==> src/rtl/adder_amba_pkg.sv <==
// adder_amba_pkg: register offsets, CTRL bit positions and byte-strobe merge helper
package adder_amba_pkg;
    localparam logic [4:0] ADDR_R0   = 5'h00;
    localparam logic [4:0] ADDR_R1   = 5'h04;
    localparam logic [4:0] ADDR_R2   = 5'h08;
    localparam logic [4:0] ADDR_CTRL = 5'h0C;
    localparam logic [4:0] ADDR_LED  = 5'h10;
    localparam int CTRL_START = 0;
    localparam int CTRL_OP    = 1;
    localparam int CTRL_DONE  = 31;
    localparam logic [1:0] RESP_OKAY = 2'b00;

    function automatic logic [31:0] apply_strb(input logic [31:0] old_v, input logic [31:0] new_v,
                                               input logic [3:0] strb);
        logic [31:0] r;
        for (int i = 0; i < 4; i++) r[8*i +: 8] = strb[i] ? new_v[8*i +: 8] : old_v[8*i +: 8];
        return r;
    endfunction
endpackage

==> src/rtl/adder_amba_if.sv <==
// adder_amba_if: AXI4-Lite channel bundle with master/slave views
interface adder_amba_if #(
    parameter int ADDR_W = 32,
    parameter int DATA_W = 32
);
    logic [ADDR_W-1:0] S_AXI_AWADDR;
    logic [2:0]        S_AXI_AWPROT;
    logic              S_AXI_AWVALID;
    logic              S_AXI_AWREADY;
    logic [DATA_W-1:0] S_AXI_WDATA;
    logic [3:0]        S_AXI_WSTRB;
    logic              S_AXI_WVALID;
    logic              S_AXI_WREADY;
    logic [1:0]        S_AXI_BRESP;
    logic              S_AXI_BVALID;
    logic              S_AXI_BREADY;
    logic [ADDR_W-1:0] S_AXI_ARADDR;
    logic [2:0]        S_AXI_ARPROT;
    logic              S_AXI_ARVALID;
    logic              S_AXI_ARREADY;
    logic [DATA_W-1:0] S_AXI_RDATA;
    logic [1:0]        S_AXI_RRESP;
    logic              S_AXI_RVALID;
    logic              S_AXI_RREADY;

    modport slave (
        input  S_AXI_AWADDR, S_AXI_AWPROT, S_AXI_AWVALID, S_AXI_WDATA, S_AXI_WSTRB, S_AXI_WVALID,
               S_AXI_BREADY, S_AXI_ARADDR, S_AXI_ARPROT, S_AXI_ARVALID, S_AXI_RREADY,
        output S_AXI_AWREADY, S_AXI_WREADY, S_AXI_BRESP, S_AXI_BVALID, S_AXI_ARREADY,
               S_AXI_RDATA, S_AXI_RRESP, S_AXI_RVALID
    );
    modport master (
        output S_AXI_AWADDR, S_AXI_AWPROT, S_AXI_AWVALID, S_AXI_WDATA, S_AXI_WSTRB, S_AXI_WVALID,
               S_AXI_BREADY, S_AXI_ARADDR, S_AXI_ARPROT, S_AXI_ARVALID, S_AXI_RREADY,
        input  S_AXI_AWREADY, S_AXI_WREADY, S_AXI_BRESP, S_AXI_BVALID, S_AXI_ARREADY,
               S_AXI_RDATA, S_AXI_RRESP, S_AXI_RVALID
    );
endinterface

==> src/rtl/adder_amba_core.sv <==
// adder_amba_core: one-shot add/subtract with registered result and sticky done
module adder_amba_core (
    input  logic        clk,
    input  logic        rst_n,
    input  logic [31:0] a,
    input  logic [31:0] b,
    input  logic        op,
    input  logic        start,
    input  logic        clr,
    output logic [31:0] result_q,
    output logic        done_q
);
    logic [31:0] result_d;
    logic        done_d;

    always_comb begin
        result_d = start ? (op ? a + b : a - b) : result_q;
        done_d   = start ? 1'b1 : (clr ? 1'b0 : done_q);
    end

    always_ff @(posedge clk or negedge rst_n) begin
        if (!rst_n) begin
            result_q <= '0;
            done_q   <= 1'b0;
        end else begin
            result_q <= result_d;
            done_q   <= done_d;
        end
    end
endmodule

==> src/rtl/adder_amba_top.sv <==
// adder_amba_top: AXI4-Lite register block around the add/subtract core, plus LED register
module adder_amba_top
    import adder_amba_pkg::*;
#(
    parameter int C_S_AXI_DATA_WIDTH = 32,
    parameter int C_S_AXI_ADDR_WIDTH = 32
) (
    input  logic        S_AXI_ACLK,
    input  logic        S_AXI_ARESETN,
    adder_amba_if.slave s_axi,
    output logic        led0_b,
    output logic        led0_g,
    output logic        led0_r,
    output logic        led1_b
);
    logic awready_q, awready_d, wready_q, wready_d, aw_lat_q, aw_lat_d, w_lat_q, w_lat_d;
    logic bvalid_q, bvalid_d, arready_q, arready_d, rvalid_q, rvalid_d;
    logic start_q, start_d, op_q, op_d;
    logic [2:0] awaddr_q, awaddr_d;
    logic [3:0] wstrb_q, wstrb_d, led_q, led_d;
    logic [C_S_AXI_DATA_WIDTH-1:0] wdata_q, wdata_d, rdata_q, rdata_d, r0_q, r0_d, r1_q, r1_d;
    logic [31:0] result, rd_mux, ctrl_rd;
    logic done, aw_hs, w_hs, ar_hs, do_wr, ctrl_wr;
    logic unused_ok;

    assign unused_ok = ^{s_axi.S_AXI_AWPROT, s_axi.S_AXI_ARPROT,
                         s_axi.S_AXI_AWADDR[C_S_AXI_ADDR_WIDTH-1:5], s_axi.S_AXI_AWADDR[1:0],
                         s_axi.S_AXI_ARADDR[C_S_AXI_ADDR_WIDTH-1:5], s_axi.S_AXI_ARADDR[1:0]};

    adder_amba_core u_core (
        .clk(S_AXI_ACLK), .rst_n(S_AXI_ARESETN), .a(r0_q), .b(r1_q), .op(op_q), .start(start_q),
        .clr(ctrl_wr), .result_q(result), .done_q(done)
    );

    always_comb begin
        aw_hs     = awready_q & s_axi.S_AXI_AWVALID;
        w_hs      = wready_q & s_axi.S_AXI_WVALID;
        ar_hs     = arready_q & s_axi.S_AXI_ARVALID;
        do_wr     = aw_lat_q & w_lat_q;
        ctrl_wr   = do_wr && awaddr_q == ADDR_CTRL[4:2];
        awready_d = s_axi.S_AXI_AWVALID & ~aw_lat_q & ~awready_q & ~bvalid_q;
        wready_d  = s_axi.S_AXI_WVALID & ~w_lat_q & ~wready_q & ~bvalid_q;
        aw_lat_d  = aw_hs | (aw_lat_q & ~do_wr);
        w_lat_d   = w_hs | (w_lat_q & ~do_wr);
        awaddr_d  = aw_hs ? s_axi.S_AXI_AWADDR[4:2] : awaddr_q;
        wdata_d   = w_hs ? s_axi.S_AXI_WDATA : wdata_q;
        wstrb_d   = w_hs ? s_axi.S_AXI_WSTRB : wstrb_q;
        bvalid_d  = do_wr | (bvalid_q & ~s_axi.S_AXI_BREADY);
        r0_d      = (do_wr && awaddr_q == ADDR_R0[4:2]) ? apply_strb(r0_q, wdata_q, wstrb_q) : r0_q;
        r1_d      = (do_wr && awaddr_q == ADDR_R1[4:2]) ? apply_strb(r1_q, wdata_q, wstrb_q) : r1_q;
        led_d     = (do_wr && awaddr_q == ADDR_LED[4:2] && wstrb_q[0]) ? wdata_q[3:0] : led_q;
        // START lives for exactly one cycle: the core consumes it on the following edge
        start_d   = (ctrl_wr & wstrb_q[0]) ? wdata_q[CTRL_START] : 1'b0;
        op_d      = (ctrl_wr & wstrb_q[0]) ? wdata_q[CTRL_OP] : op_q;
        arready_d = s_axi.S_AXI_ARVALID & ~arready_q & ~rvalid_q;
        rvalid_d  = ar_hs | (rvalid_q & ~s_axi.S_AXI_RREADY);
        rdata_d   = ar_hs ? rd_mux : rdata_q;
    end

    always_comb begin
        ctrl_rd = '0;
        ctrl_rd[CTRL_START] = start_q;
        ctrl_rd[CTRL_OP] = op_q;
        ctrl_rd[CTRL_DONE] = done;
        rd_mux = '0;
        case (s_axi.S_AXI_ARADDR[4:2])
            ADDR_R0[4:2]:   rd_mux = r0_q;
            ADDR_R1[4:2]:   rd_mux = r1_q;
            ADDR_R2[4:2]:   rd_mux = result;
            ADDR_CTRL[4:2]: rd_mux = ctrl_rd;
            ADDR_LED[4:2]:  rd_mux = {28'b0, led_q};
            default:        rd_mux = '0;
        endcase
    end

    always_ff @(posedge S_AXI_ACLK or negedge S_AXI_ARESETN) begin
        if (!S_AXI_ARESETN) begin
            awready_q <= 1'b0;
            wready_q  <= 1'b0;
            aw_lat_q  <= 1'b0;
            w_lat_q   <= 1'b0;
            awaddr_q  <= '0;
            wdata_q   <= '0;
            wstrb_q   <= '0;
            bvalid_q  <= 1'b0;
            arready_q <= 1'b0;
            rvalid_q  <= 1'b0;
            rdata_q   <= '0;
            r0_q      <= '0;
            r1_q      <= '0;
            led_q     <= '0;
            start_q   <= 1'b0;
            op_q      <= 1'b0;
        end else begin
            awready_q <= awready_d;
            wready_q  <= wready_d;
            aw_lat_q  <= aw_lat_d;
            w_lat_q   <= w_lat_d;
            awaddr_q  <= awaddr_d;
            wdata_q   <= wdata_d;
            wstrb_q   <= wstrb_d;
            bvalid_q  <= bvalid_d;
            arready_q <= arready_d;
            rvalid_q  <= rvalid_d;
            rdata_q   <= rdata_d;
            r0_q      <= r0_d;
            r1_q      <= r1_d;
            led_q     <= led_d;
            start_q   <= start_d;
            op_q      <= op_d;
        end
    end

    assign s_axi.S_AXI_AWREADY = awready_q;
    assign s_axi.S_AXI_WREADY  = wready_q;
    assign s_axi.S_AXI_BVALID  = bvalid_q;
    assign s_axi.S_AXI_BRESP   = RESP_OKAY;
    assign s_axi.S_AXI_ARREADY = arready_q;
    assign s_axi.S_AXI_RVALID  = rvalid_q;
    assign s_axi.S_AXI_RDATA   = rdata_q;
    assign s_axi.S_AXI_RRESP   = RESP_OKAY;
    assign {led1_b, led0_r, led0_g, led0_b} = led_q;
endmodule

==> src/flat_wrapper.sv <==
// flat-port wrapper written by rule: the top's interface ports become plain ports
module adder_amba_top_flat import adder_amba_pkg::*;
#(
    parameter int C_S_AXI_DATA_WIDTH = 32,
    parameter int C_S_AXI_ADDR_WIDTH = 32
)
  (S_AXI_ACLK, S_AXI_ARESETN, led0_b, led0_g, led0_r, led1_b, s_axi_S_AXI_AWADDR, s_axi_S_AXI_AWPROT, s_axi_S_AXI_AWVALID, s_axi_S_AXI_WDATA, s_axi_S_AXI_WSTRB, s_axi_S_AXI_WVALID, s_axi_S_AXI_BREADY, s_axi_S_AXI_ARADDR, s_axi_S_AXI_ARPROT, s_axi_S_AXI_ARVALID, s_axi_S_AXI_RREADY, s_axi_S_AXI_AWREADY, s_axi_S_AXI_WREADY, s_axi_S_AXI_BRESP, s_axi_S_AXI_BVALID, s_axi_S_AXI_ARREADY, s_axi_S_AXI_RDATA, s_axi_S_AXI_RRESP, s_axi_S_AXI_RVALID);
  adder_amba_if #(.ADDR_W(32), .DATA_W(32)) s_axi_i ();
  input  logic S_AXI_ACLK;
  input  logic S_AXI_ARESETN;
  output logic led0_b;
  output logic led0_g;
  output logic led0_r;
  output logic led1_b;
  input wire logic [$bits(s_axi_i.S_AXI_AWADDR)-1:0] s_axi_S_AXI_AWADDR;
  input wire logic [$bits(s_axi_i.S_AXI_AWPROT)-1:0] s_axi_S_AXI_AWPROT;
  input wire logic [$bits(s_axi_i.S_AXI_AWVALID)-1:0] s_axi_S_AXI_AWVALID;
  input wire logic [$bits(s_axi_i.S_AXI_WDATA)-1:0] s_axi_S_AXI_WDATA;
  input wire logic [$bits(s_axi_i.S_AXI_WSTRB)-1:0] s_axi_S_AXI_WSTRB;
  input wire logic [$bits(s_axi_i.S_AXI_WVALID)-1:0] s_axi_S_AXI_WVALID;
  input wire logic [$bits(s_axi_i.S_AXI_BREADY)-1:0] s_axi_S_AXI_BREADY;
  input wire logic [$bits(s_axi_i.S_AXI_ARADDR)-1:0] s_axi_S_AXI_ARADDR;
  input wire logic [$bits(s_axi_i.S_AXI_ARPROT)-1:0] s_axi_S_AXI_ARPROT;
  input wire logic [$bits(s_axi_i.S_AXI_ARVALID)-1:0] s_axi_S_AXI_ARVALID;
  input wire logic [$bits(s_axi_i.S_AXI_RREADY)-1:0] s_axi_S_AXI_RREADY;
  output wire logic [$bits(s_axi_i.S_AXI_AWREADY)-1:0] s_axi_S_AXI_AWREADY;
  output wire logic [$bits(s_axi_i.S_AXI_WREADY)-1:0] s_axi_S_AXI_WREADY;
  output wire logic [$bits(s_axi_i.S_AXI_BRESP)-1:0] s_axi_S_AXI_BRESP;
  output wire logic [$bits(s_axi_i.S_AXI_BVALID)-1:0] s_axi_S_AXI_BVALID;
  output wire logic [$bits(s_axi_i.S_AXI_ARREADY)-1:0] s_axi_S_AXI_ARREADY;
  output wire logic [$bits(s_axi_i.S_AXI_RDATA)-1:0] s_axi_S_AXI_RDATA;
  output wire logic [$bits(s_axi_i.S_AXI_RRESP)-1:0] s_axi_S_AXI_RRESP;
  output wire logic [$bits(s_axi_i.S_AXI_RVALID)-1:0] s_axi_S_AXI_RVALID;
  assign s_axi_i.S_AXI_AWADDR = s_axi_S_AXI_AWADDR;
  assign s_axi_i.S_AXI_AWPROT = s_axi_S_AXI_AWPROT;
  assign s_axi_i.S_AXI_AWVALID = s_axi_S_AXI_AWVALID;
  assign s_axi_i.S_AXI_WDATA = s_axi_S_AXI_WDATA;
  assign s_axi_i.S_AXI_WSTRB = s_axi_S_AXI_WSTRB;
  assign s_axi_i.S_AXI_WVALID = s_axi_S_AXI_WVALID;
  assign s_axi_i.S_AXI_BREADY = s_axi_S_AXI_BREADY;
  assign s_axi_i.S_AXI_ARADDR = s_axi_S_AXI_ARADDR;
  assign s_axi_i.S_AXI_ARPROT = s_axi_S_AXI_ARPROT;
  assign s_axi_i.S_AXI_ARVALID = s_axi_S_AXI_ARVALID;
  assign s_axi_i.S_AXI_RREADY = s_axi_S_AXI_RREADY;
  assign s_axi_S_AXI_AWREADY = s_axi_i.S_AXI_AWREADY;
  assign s_axi_S_AXI_WREADY = s_axi_i.S_AXI_WREADY;
  assign s_axi_S_AXI_BRESP = s_axi_i.S_AXI_BRESP;
  assign s_axi_S_AXI_BVALID = s_axi_i.S_AXI_BVALID;
  assign s_axi_S_AXI_ARREADY = s_axi_i.S_AXI_ARREADY;
  assign s_axi_S_AXI_RDATA = s_axi_i.S_AXI_RDATA;
  assign s_axi_S_AXI_RRESP = s_axi_i.S_AXI_RRESP;
  assign s_axi_S_AXI_RVALID = s_axi_i.S_AXI_RVALID;
  adder_amba_top #(.C_S_AXI_DATA_WIDTH(C_S_AXI_DATA_WIDTH), .C_S_AXI_ADDR_WIDTH(C_S_AXI_ADDR_WIDTH)) u_core (.S_AXI_ACLK(S_AXI_ACLK), .S_AXI_ARESETN(S_AXI_ARESETN), .s_axi(s_axi_i), .led0_b(led0_b), .led0_g(led0_g), .led0_r(led0_r), .led1_b(led1_b));
endmodule
==> config.mk <==
export PLATFORM = sky130hd
export DESIGN_NAME = adder_amba_top_flat
export DESIGN_NICKNAME = d
export VERILOG_FILES = /design/src/rtl/adder_amba_pkg.sv /design/src/rtl/adder_amba_if.sv /design/src/rtl/adder_amba_core.sv /design/src/rtl/adder_amba_top.sv /design/src/flat_wrapper.sv
export SDC_FILE = /design/constraint.sdc
export NUM_CORES = 1
export LEC_CHECK = 0
export ABC_CLOCK_PERIOD_IN_PS = 6000
export CORE_MARGIN = 1
export CORE_UTILIZATION = 59
export DETAILED_ROUTE_END_ITERATION = 10
export GPL_TIMING_DRIVEN = 0
export PLACE_DENSITY = 0.93
export SYNTH_ARGS = -nofsm -noshare
export SYNTH_HDL_FRONTEND = slang
export SYNTH_SLANG_ARGS = --single-unit
==> constraint.sdc <==
create_clock -name S_AXI_ACLK -period 6 [get_ports S_AXI_ACLK]
set_input_delay 0.9 -clock S_AXI_ACLK [delete_from_list [all_inputs] [get_ports S_AXI_ACLK]]
set_output_delay 0.9 -clock S_AXI_ACLK [all_outputs]
set_load 0.01 [all_outputs]
* After elaboration in Yosys (flattened, before gate mapping)
Index checks and enable logic that the tools add are counted.
Storage, ports and cells: bits in registers 181, input port bits 113, logic and storage cells 85
Cells by class: add/sub/neg operators 2, equality and inequality tests 7, muxes and demuxes 5, bitwise operators 31, reductions and logical operators 16
Operators with widths (number):
- $pmux 32 s5 | 1
- $add 32x32->32 | 1
- $mux 32 | 1
- $sub 32x32->32 | 1
- $and 1x1->1 | 17
- $reduce_and 2->1 | 8
- $not 1->1 | 10
- $eq 3x2->1 const B | 3
- $eq 3x1->1 const B | 2
- $eq 3x3->1 const B | 2
- $logic_not 3->1 | 2
- $logic_and 1x1->1 | 5
- $or 1x1->1 | 4
- $mux 1 | 3
- $reduce_bool 2->1 | 1

* Longest topological paths before layout
depth after elaboration 4, gate-level depth with buffers 16, depth with buffers taken out 16

* By module
A second synthesis with hierarchy kept.
Unflattened totals: cells, all modules 859, area, all modules 9880.7 µm²
By module, submodules not included:
- adder_amba_top | instances 1, cells an instance 431, area each 6286.0 µm², sequential area each 3703.6 µm²
- adder_amba_core | instances 1, cells an instance 428, area each 3594.7 µm², sequential area each 825.8 µm²

* Least setup slack after synthesis
Ideal clock, no wire load.
kind flip-flop to flip-flop, start register u_core.r1_q[11], end register u_core.u_core.result_q[28], setup time 0.116 ns, data arrival time 3.453 ns, path slack 2.431 ns, stages on the path, launching flop included 14, period minus slack after synthesis 3.569 ns, cell sequence dfrtp_1 -> or4_4 -> nor4_4 -> and2_2 -> nor2_1 -> xnor2_1 -> ha_1 -> clkbuf_1 -> nand4_1 -> or2_2 -> a311o_1 -> and2_1 -> o211a_1 -> o311ai_0
On the way: longest elaborated chain between the ends 2
RTL lines:
- start, declared | RTL line adder_amba_top.sv:21 | logic [C_S_AXI_DATA_WIDTH-1:0] wdata_q, wdata_d, rdata_q, rdata_d, r0_q, r0_d, r1_q, r1_d;
- start signal, assigned | RTL line adder_amba_top.sv:107 | r1_q <= r1_d;
- $sub 32x32->32 / $add 32x32->32 (equally long branches) | RTL line adder_amba_core.sv:17 | result_d = start ? (op ? a + b : a - b) : result_q;
- $mux 32 (*) | RTL line adder_amba_core.sv:17
- end signal, assigned | RTL line adder_amba_core.sv:26 | result_q <= result_d;
- end, declared | RTL line adder_amba_core.sv:10 | output logic [31:0] result_q,
Every way passes the cells marked *; elsewhere a longest branch is shown, timed or not. A chain may end at the register's enable or synchronous reset.

* Worst setup path in the final report
start register u_core.r1_q[11], end register u_core.u_core.result_q[29]
The elaborated chain is that of the path after synthesis.

==> metrics.txt <==
status finished clean; die height approximately 130 um; RSZ-0062 raised after global routing no; Routed Wire Length around 25,000 um; post-CTS resize count 0; Std-Cell Rows between 40 and 50; Placer Congestion roughly 0.93; DR pass1 iterations 6; cts hold-fix bufs 0; routed vias a little under 8,000; syn_area_per_cell around 11 sq um; final net count about 1,200; total grt overflow 0; fill count 1,163; Seq/Total Area, Yosys 45.7%; crit path launch type flop; YS warnings 0; fraction of layout instances using a drive strength above 1 between 15 and 20%; clk root buf clkbuf_16; synthesized area 9920 sq um; post-DR vias/cell roughly 6.2; max_slew headroom ~12%; clock buffer depth 2; core area between 15,000 and 20,000 sq um; Lkg Pwr about 5.4 nW; Post-DP HPWL roughly 18,000 um; number of diodes 0; Ports roughly 160; H-tree lvl count 4; fin crit period ~4300 ps; drt wl/cell just over 20 um; Worst-Margin Slew between 1000 and 1500 ps; buffer count from post-CTS setup fixing 0; initial DRC count 826; CTS tree yes; post-synthesis register bit count 181; Final Cycle Share just over 70%; Worst Hold Class in2async; Gate Count Post-Synth about 930; Sequential cell area around 4500 sq um; initial antenna violation count 0; clk_lat worst skew roughly 440 ps; area of the multi-input gates 5100 sq um; count of final hold-check violations 0; Worst Path Required approximately 6300 ps; Final Setup Violations 0; commonest cells after routing, fill and taps aside dfrtp_1, mux2_2, clkdlybuf4s50_1; post-route ant nets 0; total CTS buffers 17; global-route wire length before repair between 40,000 and 50,000 um; die footprint about 17,000 sq um; total power divided by cell area 688 nW/um^2; die width around 130 um; crit path DAT between 4000 and 5000 ps; Post-synth top flop dfrtp_1; I/O Buffers 86; setup ws final around 1700 ps; Async SR Flop Fraction between 90% and 100%; WS Path Type reg2reg; Peak supply drop 0.000346 V; Crit. End Element flop; fin. max-slew vios 0; dpl ws approximately 1700 ps; clk sink count roughly 180; Syn-to-layout area delta 18.1%; Post-synth EDFFs 0; Unique masters post-synth 61; vias in the first global route a little under 8,000; largest net degree at the start of global routing 96; Achievable Freq ~230 MHz; Final Skew ~9.2 ps; Initial Utilization between 60% and 70%; Max-Cap Viols 0; Pwr Total a little over 0.008 W; # DRC 0; leading cell type in the layout, fill and taps excluded dfrtp_1; Crit Path Max Fanout 8; Clock Pin Slew Worst Setup and Hold Paths roughly 70 ps; GRT Util Overall a little under a third
power by group:
part	internal [W]	switching [W]
clock network	0.000672	0.000500
registers	0.00165	0.000429
logic	0.00206	0.00276
path summary, 6_finish.rpt:
check	cells past startpoint	endpoint	slack (ps)	from
max in group asynchronous	2	u_core.wstrb_q[1]	4700	S_AXI_ARESETN
worst max register to register	13	u_core.u_core.result_q[29]	1670	u_core.r1_q[11]
worst min register to register	1	u_core.s_axi.S_AXI_WREADY	460	u_core.s_axi.S_AXI_WREADY
worst max-delay path	13	u_core.u_core.result_q[29]	1670	u_core.r1_q[11]
min in group S_AXI_ACLK	1	u_core.s_axi.S_AXI_WREADY	460	u_core.s_axi.S_AXI_WREADY
worst min-delay path	1	u_core.s_axi.S_AXI_RDATA[24]	430	S_AXI_ARESETN
state kept, by name, summed over array words and instances (netlist names), 3 cells and up:
register / count
u_core.r0_q: 32
u_core.r1_q: 32
u_core.s_axi.S_AXI_RDATA: 32
u_core.u_core.result_q: 32
u_core.wdata_q: 32
u_core.led_q: 4
u_core.wstrb_q: 4
u_core.awaddr_q: 3
metrics by stage:
step / util [%] / setup TNS, ps / instance area [sq um] / hold slack (ps) / cells
4_1_cts: 70.8 / 0 / 11700 / 460 / 1267
3_5_place_dp: 67.2 / 0 / 11100 / 451 / 1236
6_report: 70.8 / 0 / 11700 / 432 / 1267
2_1_floorplan: - / 0 / 9930 / 448 / 929
3_3_place_gp: 67.0 / -565230 / 11100 / 445 / 1235
5_1_grt: 70.8 / 0 / 11700 / 483 / 1267
cell families after synthesis:
logic type	count (synthesis)	synth area share, %
AOI/OAI and AO/OA	214	14.0
xor gates and xnor gates	52	4.67
adders and majority gates	40	5.12
buffers and inverters	72	3.00
DFF	181	45.7
muxes	154	17.2
other	1	0.0378
and+or+nand+nor	212	10.3
area by class of cell:
class / count / area share [%]
timing repair buffer: 87 / 7.63
clock inverter: 13 / 1.46
multi-input combinational: 676 / 43.6
clock buffer: 18 / 3.75
buffer: 48 / 1.77
inverter: 24 / 0.769
tap: 220 / 2.35
sequential: 181 / 38.7
critical path, cell delays in order (launching register included):
cell and delay, ps:
dfrtp_1 430, or4_4 560, nor4_4 510, and2_2 260, nor2_1 50, xnor2_1 160, ha_1 270, clkbuf_1 300
nand4_1 170, o221ai_1 330, a31oi_1 180, a2111oi_0 660, o21ai_0 180, o311ai_0 130
metal layers:
layer / vias up / GRT usage, % / wire [um]
met4: 0 / 14.4 / 906
met2: 388 / 50.3 / 12300
met1: 3839 / 40.4 / 10600
met3: 78 / 5.48 / 1730
li1: 3556 / - / -
met5: - / 0 / 0
synthesized netlist by cell type, drive strengths merged, types with 4 or more instances:
| library cell | number | area [sq um] |
|---|---|---|
| o311ai | 5 | 43.8 |
| nand3 | 9 | 45.0 |
| mux2 | 124 | 1400 |
| or3 | 5 | 31.3 |
| inv | 24 | 90.1 |
| nand4 | 7 | 43.8 |
| buf | 8 | 47.6 |
| a22oi | 4 | 30.0 |
| a21o | 17 | 128 |
| xor2 | 34 | 298 |
| nand2 | 83 | 312 |
| ha | 39 | 488 |
| dfrtp | 181 | 4530 |
| nor2 | 48 | 180 |
| o21ai | 58 | 290 |
| xnor2 | 18 | 165 |
| mux2i | 29 | 290 |
| a31oi | 9 | 56.3 |
| o31ai | 4 | 30.0 |
| nor4 | 8 | 65.1 |
| a21oi | 56 | 280 |
| a22o | 28 | 245 |
| nor2b | 7 | 43.8 |
| o21a | 5 | 37.5 |
| and2 | 12 | 76.3 |
| nor3 | 12 | 60.1 |
| and3 | 9 | 60.1 |
| clkbuf | 40 | 160 |
(Power assumes the default switching activity.)
